File: config.mk
export PLATFORM = sky130hd
export DESIGN_NAME = uart_tx_controller_flat
export DESIGN_NICKNAME = d
export VERILOG_FILES = /design/src/rtl/uart_tx_controller_if.sv /design/src/rtl/uart_tx_controller.sv /design/src/flat_wrapper.sv
export SDC_FILE = /design/constraint.sdc
export NUM_CORES = 1
export LEC_CHECK = 0
export ABC_AREA = 1
export CAP_MARGIN = 10
export CORE_MARGIN = 1.5
export CORE_UTILIZATION = 40
export CTS_BUF_LIST = sky130_fd_sc_hd__clkbuf_8
export CTS_CLUSTER_SIZE = 8
export DETAILED_ROUTE_END_ITERATION = 7
export PLACE_DENSITY_LB_ADDON = 0.12
export SKIP_CTS_REPAIR_TIMING = 1
export SLEW_MARGIN = 20
export SYNTH_ARGS = -nofsm -noshare
export SYNTH_HDL_FRONTEND = slang
export SYNTH_SLANG_ARGS = --single-unit
File: constraint.sdc
create_clock -name clk -period 1.5 [get_ports clk]
set_clock_uncertainty 0.1 [all_clocks]
set_input_delay 0.375 -clock clk [delete_from_list [all_inputs] [get_ports clk]]
set_output_delay 0.375 -clock clk [all_outputs]
set_load 0.02 [all_outputs]
File: src/rtl/uart_tx_controller_if.sv
// rtl/uart_tx_controller_if.sv - word handshake between the UART transmitter's producer and frame sequencer
interface uart_tx_controller_if #(
    parameter int DATA_WIDTH = 8
);
    logic [DATA_WIDTH-1:0] p_data;
    logic                  data_valid;
    logic                  data_ready;
    logic                  par_en;
    logic                  par_type;

    modport master (
        output p_data,
        output data_valid,
        output par_en,
        output par_type,
        input  data_ready
    );

    modport slave (
        input  p_data,
        input  data_valid,
        input  par_en,
        input  par_type,
        output data_ready
    );
endinterface

File: src/rtl/uart_tx_controller.sv
// rtl/uart_tx_controller.sv - UART transmit frame sequencer: bit timing, serializer stepping, line mux
module uart_tx_controller #(
    parameter  int DATA_WIDTH   = 8,
    parameter  int CLKS_PER_BIT = 16,
    parameter  int STOP_BITS    = 1,
    localparam int IDX_W        = $clog2(DATA_WIDTH)
) (
    input  logic                  clk,
    input  logic                  reset_n,
    uart_tx_controller_if.slave   up_if,
    output logic [DATA_WIDTH-1:0] ser_parallel,
    output logic                  ser_en,
    output logic [IDX_W-1:0]      ser_data_index,
    input  logic                  ser_data,
    output logic                  tx_out,
    output logic                  busy
);
    localparam int TICK_W = (CLKS_PER_BIT > 1) ? $clog2(CLKS_PER_BIT) : 1;

    typedef enum logic [2:0] {
        IDLE   = 3'd0,
        START  = 3'd1,
        DATA   = 3'd2,
        PARITY = 3'd3,
        STOP   = 3'd4
    } state_t;

    state_t             state, state_next;
    logic [TICK_W-1:0]  tick_cnt;
    logic [IDX_W-1:0]   bit_cnt, bit_cnt_next;
    logic [DATA_WIDTH-1:0] data_q;
    logic               par_bit_q;
    logic               par_en_q;
    logic               last_tick;
    logic               accept;

    assign last_tick     = (tick_cnt == TICK_W'(CLKS_PER_BIT - 1));
    assign up_if.data_ready = (state == IDLE);
    assign accept        = up_if.data_valid & up_if.data_ready;
    assign busy          = (state != IDLE);
    assign ser_parallel  = data_q;

    always_ff @(posedge clk or negedge reset_n) begin
        if (!reset_n) begin
            state     <= IDLE;
            tick_cnt  <= '0;
            bit_cnt   <= '0;
            data_q    <= '0;
            par_bit_q <= 1'b0;
            par_en_q  <= 1'b0;
        end else begin
            state   <= state_next;
            bit_cnt <= bit_cnt_next;
            if (state == IDLE || last_tick) begin
                tick_cnt <= '0;
            end else begin
                tick_cnt <= tick_cnt + TICK_W'(1);
            end
            // Word and parity are frozen at accept so upstream may move on immediately.
            if (accept) begin
                data_q    <= up_if.p_data;
                par_en_q  <= up_if.par_en;
                par_bit_q <= (^up_if.p_data) ^ up_if.par_type;
            end
        end
    end

    always_comb begin
        state_next     = state;
        bit_cnt_next   = bit_cnt;
        ser_en         = 1'b0;
        ser_data_index = '0;
        tx_out         = 1'b1;
        case (state)
            IDLE: begin
                if (accept) begin
                    state_next = START;
                end
            end
            START: begin
                tx_out = 1'b0;
                if (last_tick) begin
                    ser_en     = 1'b1;
                    state_next = DATA;
                end
            end
            DATA: begin
                tx_out = ser_data;
                if (last_tick) begin
                    if (bit_cnt != IDX_W'(DATA_WIDTH - 1)) begin
                        // Serializer output is registered, so request the next bit one edge early.
                        ser_en         = 1'b1;
                        ser_data_index = bit_cnt + IDX_W'(1);
                        bit_cnt_next   = bit_cnt + IDX_W'(1);
                    end else begin
                        bit_cnt_next = '0;
                        state_next   = par_en_q ? PARITY : STOP;
                    end
                end
            end
            PARITY: begin
                tx_out = par_bit_q;
                if (last_tick) begin
                    state_next = STOP;
                end
            end
            STOP: begin
                tx_out = 1'b1;
                if (last_tick) begin
                    if (bit_cnt == IDX_W'(STOP_BITS - 1)) begin
                        bit_cnt_next = '0;
                        state_next   = IDLE;
                    end else begin
                        bit_cnt_next = bit_cnt + IDX_W'(1);
                    end
                end
            end
            default: begin
                state_next = IDLE;
            end
        endcase
    end
endmodule

File: src/flat_wrapper.sv
// flat-port wrapper written by rule: the top's interface ports become plain ports
module uart_tx_controller_flat 
#(
    parameter  int DATA_WIDTH   = 8,
    parameter  int CLKS_PER_BIT = 16,
    parameter  int STOP_BITS    = 1,
    localparam int IDX_W        = $clog2(DATA_WIDTH)
)
  (clk, reset_n, ser_parallel, ser_en, ser_data_index, ser_data, tx_out, busy, up_if_p_data, up_if_data_valid, up_if_par_en, up_if_par_type, up_if_data_ready);
  uart_tx_controller_if #(.DATA_WIDTH(DATA_WIDTH)) up_if_i ();
  input  logic clk;
  input  logic reset_n;
  output logic [DATA_WIDTH-1:0] ser_parallel;
  output logic ser_en;
  output logic [IDX_W-1:0] ser_data_index;
  input  logic ser_data;
  output logic tx_out;
  output logic busy;
  input wire logic [$bits(up_if_i.p_data)-1:0] up_if_p_data;
  input wire logic [$bits(up_if_i.data_valid)-1:0] up_if_data_valid;
  input wire logic [$bits(up_if_i.par_en)-1:0] up_if_par_en;
  input wire logic [$bits(up_if_i.par_type)-1:0] up_if_par_type;
  output wire logic [$bits(up_if_i.data_ready)-1:0] up_if_data_ready;
  assign up_if_i.p_data = up_if_p_data;
  assign up_if_i.data_valid = up_if_data_valid;
  assign up_if_i.par_en = up_if_par_en;
  assign up_if_i.par_type = up_if_par_type;
  assign up_if_data_ready = up_if_i.data_ready;
  uart_tx_controller #(.DATA_WIDTH(DATA_WIDTH), .CLKS_PER_BIT(CLKS_PER_BIT), .STOP_BITS(STOP_BITS)) u_core (.clk(clk), .reset_n(reset_n), .up_if(up_if_i), .ser_parallel(ser_parallel), .ser_en(ser_en), .ser_data_index(ser_data_index), .ser_data(ser_data), .tx_out(tx_out), .busy(busy));
endmodule
# Yosys cells after proc, flatten, opt, wreduce, memory -nomap -nowiden
# Cells that the tools add are included.
[totals]
output_inout_bits = 15
regBits = 20
word_cells = 53
[classes]
n_reduce_logical = 8
n_mux = 22
n_eq_ne = 13
add_sub_neg = 2
n_bitwise = 2
[op_table]
columns = ["cell", "count"]
rows = [
  ["$mux 3", 14],
  ["$pmux 3 s5", 1],
  ["$ne 2x1->1 const B", 5],
  ["$reduce_xor 8->1", 1],
  ["$reduce_and 7->1", 1],
  ["$eq 3x2->1 const B", 2],
  ["$logic_not 3->1", 2],
  ["$pmux 3 s2", 1],
  ["$add 4x1->4 const B", 1],
  ["$eq 4x4->1 const B", 1],
  ["$mux 4", 1],
  ["$ne 2x2->1 const B", 2],
  ["$add 3x1->3 const B", 1],
  ["$eq 3x1->1 const B", 1],
  ["$eq 3x3->1 const B", 1],
  ["$mux 1", 3],
  ["$ne 3x3->1 const B", 1],
  ["$pmux 1 s3", 1],
  ["$reduce_and 3->1", 1],
  ["$reduce_bool 3->1", 1],
  ["$pmux 1 s2", 1],
  ["$reduce_bool 2->1", 1],
  ["$and 1x1->1", 1],
  ["$logic_or 1x1->1", 1],
  ["$xor 1x1->1", 1],
]

# Depth between registers and ports, before layout
[depth]
depth_word = 4
mapped_depth = 10
ltp_nobuf = 10

# Least setup slack after synthesis
# Ideal clock, no wire load.
[synth_timing]
path_kind = "register to output"
from = "reg u_core.bit_cnt[0]"
to = "out ser_data_index[0]"
setup_slack_ps = -329
required_ps = 1025
arrival_time_ps = 1354
path_stages_with_launch = 6
cell_sequence = "dfrtp_1 -> ha_1 -> ha_1 -> inv_1 -> nand2_1 -> nor3_1"
[synth_between]
elab_chain_cells = 4
[synth_rtl]
columns = ["element", "line", "source"]
rows = [
  ["from (decl)", "uart_tx_controller.sv:30", "logic [IDX_W-1:0] bit_cnt, bit_cnt_next;"],
  ["from (signal assigned)", "uart_tx_controller.sv:53", "bit_cnt <= bit_cnt_next;"],
  ["$add 3x1->3 or $ne 3x3->1 (tied branches)", "uart_tx_controller.sv:93, uart_tx_controller.sv:90", ""],
  ["$mux 3 *", "uart_tx_controller.sv:90", "if (bit_cnt != IDX_W'(DATA_WIDTH - 1)) begin"],
  ["$mux 3 *", "uart_tx_controller.sv:89", "if (last_tick) begin"],
  ["$mux 3 *", "uart_tx_controller.sv:74", "case (state)"],
  ["to (decl)", "flat_wrapper.sv:15", "output logic [IDX_W-1:0] ser_data_index;"],
]
# Mark *: on every way between the ends. The rest lies on a longest branch, timed or not.

# Worst setup path in the final report
# Ends and elaborated chain as after synthesis.

==> reports/qor.yml <==
run_status:
  outcome: "finished, violations left"
  violated_checks: "negative setup slack"
setup_path:
  r2r.worst_path.cells: 9
  worstReg2RegEnd: "u_core.bit_cnt[0]$_DFFE_PN0P_"
  worstPathMaxFanout: 3
  reg2reg_slack_ns: -0.11
  criticalPathCategory: "flip-flop to output port"
  worst_path_largest_cell_delay_ns: 0.41
  worst_setup_path_end_kind: "output port"
  cp_cell_sequence: "ha_2, ha_4, inv_4, nand2_4, nor3_4, buf_6"
  crit_path_start_kind: "flip-flop"
  timing.critical_path.required_ns: 1.02
  reg2reg_from: "u_core.state[1]$_DFFE_PN0P_"
  worst-endpoint-arrival_ns: 1.40
  timing.critical_path.slowest_stage_cell: "dfrtp_1"
global_routing:
  grtUsageTotal: 0.183
  grt_remaining_overflow: 0
  grt_max_degree: 21
  global_route_wire_length_before_repair_mm: 4.74
  grt_pass1_vias: 1173
  number_of_antenna_violations_at_the_first_check_in_global_routing: 0
drt:
  post-route-drc-count: 0
  detail_route.wl_per_cell_um: 11.5
  num_vias: 1213
  wl_met1_mm: 1.22
  drt_iter0_markers: 33
  wl_met2_mm: 1.63
  wl_mm: 2.95
  via_per_inst: 4.72
  highest_layer: "met4"
  wl_met3_um: 84
  postRouteAntennaNets: 0
  detailedRoute.firstPassIterationCount: 4
synth:
  synth_area_in_compound_gates: 0.0854
  syn_area_per_cell_um2: 7.60
  synth_simple_gate_area_share: 0.336
  yosys-mux-area-fraction: 0
  post_synth_instance_area_um2: 1190
  synth_warnings: 0
  synth.top_cells.by_area: "dfrtp_1 (42%), nand2_1 (19%), inv_1 (6.6%)"
  synth_xor_area_frac: 0.0222
  synthAdderAreaFrac: 0.0422
  synth_top_area_share: 0.422
  ys_ff_latch: 20
  yosysSeqAreaShare: 0.422
  post_synth_num_cell_types: 22
  synth_top_family_by_area: "simple AND/OR/NAND/NOR gates"
  syn-num-nets: 174
  synthCells: 156
  netlist.top_cell.by_area: "dfrtp_1"
floorplan:
  io_pins: 29
  floorplan.initialDensity: 0.426
  floorplan.core_area_um2: 2780
  chipWidth_um: 57.5
  die_area_um2: 3300
  die_height_um: 57.5
  placementRows: 19
finish:
  stdcell_count: 257
  final_core_util: 0.742
  area_growth_syn_to_layout_pct: 73.9
  num_antenna_cells: 0
  nNetsFinal: 246
  final_layout_size_suffix_gt1_frac: 0.425
clocking:
  clock_tree.root_cell: "clkbuf_8"
  tritoncts.num_buffers: 3
  cts_tree: "built"
  path_clk_slew_ns: 0.07
  cts-root-to-sink-buffers: 2
  clock_sink_count: 20
  worstSkewPairLatency_ns: 0.25
  htree_num_levels: 1
place:
  post-place-ws_ns: -0.642
  io_buffer_count: 28
  gp_congestion: 0.831
  post-place-cells: 248
  post-dp-hpwl_mm: 2.18
timing:
  rsz0062_at_grt: "yes"
  timing.final.hold_violations: 0
  final.min_clock_period_ns: 1.87
  post-route-worst-setup-slack_ns: -0.374
  setup_viol: 13
  layout_worst_path_cycle_share: 1.25
  maxClockFrequency_mhz: 534
  setup-tns-final_ns: -2.37
  worst_pin_slew_ns: 0.260
  timing.final.max_slew_violations: 0
  slew_headroom: 0.827
worst_hold_path:
  worst_hold_path_type: "primary input to asynchronous set/reset pin"
power_and_ir_drop:
  p_leak_nw: 1.19
  power_density_nw_per_um2: 523
  ir_drop_uv: 452
run:
  timing.max_cap.violations: 0
[per-layer routing]
metal / global-route usage / up-vias
li1: - / 622
met1: 0.218 / 568
met2: 0.330 / 21
met3: 0.0249 / 2
met4: 0.0698 / 0
met5: 0 / -
[synthesized netlist by cell type]
master / n
nand2_1: 59
inv_1: 21
dfrtp_1: 20
nand3_1: 8
nor2_1: 8
o21ai_2: 6
inv_2: 5
ha_1: 4
nor2_4: 4
o21ai_0: 4
a21oi_1: 3
nand2_2: 2
nor3_1: 2
xor2_1: 2
buf_6: 1
nand2_4: 1
nand3_2: 1
nand4_2: 1
nor2_2: 1
o2111ai_1: 1
o21ai_1: 1
xnor2_1: 1
[worst max-delay path, delay by kind of cell, from the launching register on]
kind | cells | cell delay [ns]
adder cells (fa/ha/maj) | 2 | 0.37
buffers and inverters | 2 | 0.19
AND/OR/NAND/NOR | 2 | 0.18
flip-flops | 1 | 0.41
[area by class of cell]
cell class	count	area (um2)
sequential	20	500
timing repair buffer	68	637
clock buffer	3	41.3
fill	216	718
inverter	26	110
tap	31	38.8
multi-input combinational	109	736
[cells in the final DEF (no fill, tap or decap), types with 2 or more instances in the layout]
cell and n:
ha_4 2, dfrtp_1 20, nor3_4 2, ha_2 2
buf_6 13, nand3_1 5, nor2_4 8, clkbuf_8 3
nand2_2 5, buf_4 34, clkdlybuf4s50_1 11, a21oi_1 2
dlymetal6s2s_1 10, nand3_2 3, nand2_4 3, xor2_1 2
inv_4 3, o21ai_2 9, nand2_1 54, inv_2 4
nor2_1 4, inv_1 18
[metrics by stage]
stage,hold slack (ns),instance area (um2),total power (W)
floorplan,-0.0206,1280,0.000646
global placement,0.356,1840,0.000745
detailed placement,0.367,1840,0.000749
CTS,0.367,1880,0.00109
global route,0.390,2060,0.00113
finish,0.360,2060,0.00108
[cells by family (layout without fill, tap and decap cells)]
group / Yosys count / in the layout
AOI/OAI and AO/OA: 15 / 15
xor gates and xnor gates: 3 / 3
adders and majority gates: 4 / 4
buffers and inverters: 27 / 97
DFF: 20 / 20
and+or+nand+nor: 87 / 87
[worst max-delay path by stage]
stage	startpoint	end	slack [ns]	depth (start not counted)
detailed placement	u_core.bit_cnt[0]$_DFFE_PN0P_	ser_data_index[0]	-0.64	6
global route	u_core.bit_cnt[0]$_DFFE_PN0P_	ser_data_index[0]	-0.42	6
finish	u_core.bit_cnt[0]$_DFFE_PN0P_	ser_data_index[0]	-0.37	6
CTS	u_core.bit_cnt[0]$_DFFE_PN0P_	ser_data_index[0]	-0.92	6
global placement	u_core.bit_cnt[0]$_DFFE_PN0P_	ser_data_index[0]	-0.60	6
floorplan	u_core.bit_cnt[0]$_DFFE_PN0P_	ser_data_index[0]	-0.13	5
[power breakdown]
part / total, W / internal, W / switching [W]
Sequential: 0.000567 / 0.000555 / 0.0000117
Combinational: 0.000174 / 0.0000891 / 0.0000852
Clock: 0.000337 / 0.000178 / 0.000159
Total: 0.00108 / 0.000822 / 0.000256
[sequential cells by signal (all words and copies together), names as in the netlist]
| register | flops |
|---|---|
| u_core.bit_cnt | 3 |
| u_core.tick_cnt | 4 |
| u_core.par_en_q | 1 |
| u_core.par_bit_q | 1 |
| u_core.ser_parallel | 8 |
| u_core.state | 3 |
No activity file was read; power rests on OpenSTA's default activity.
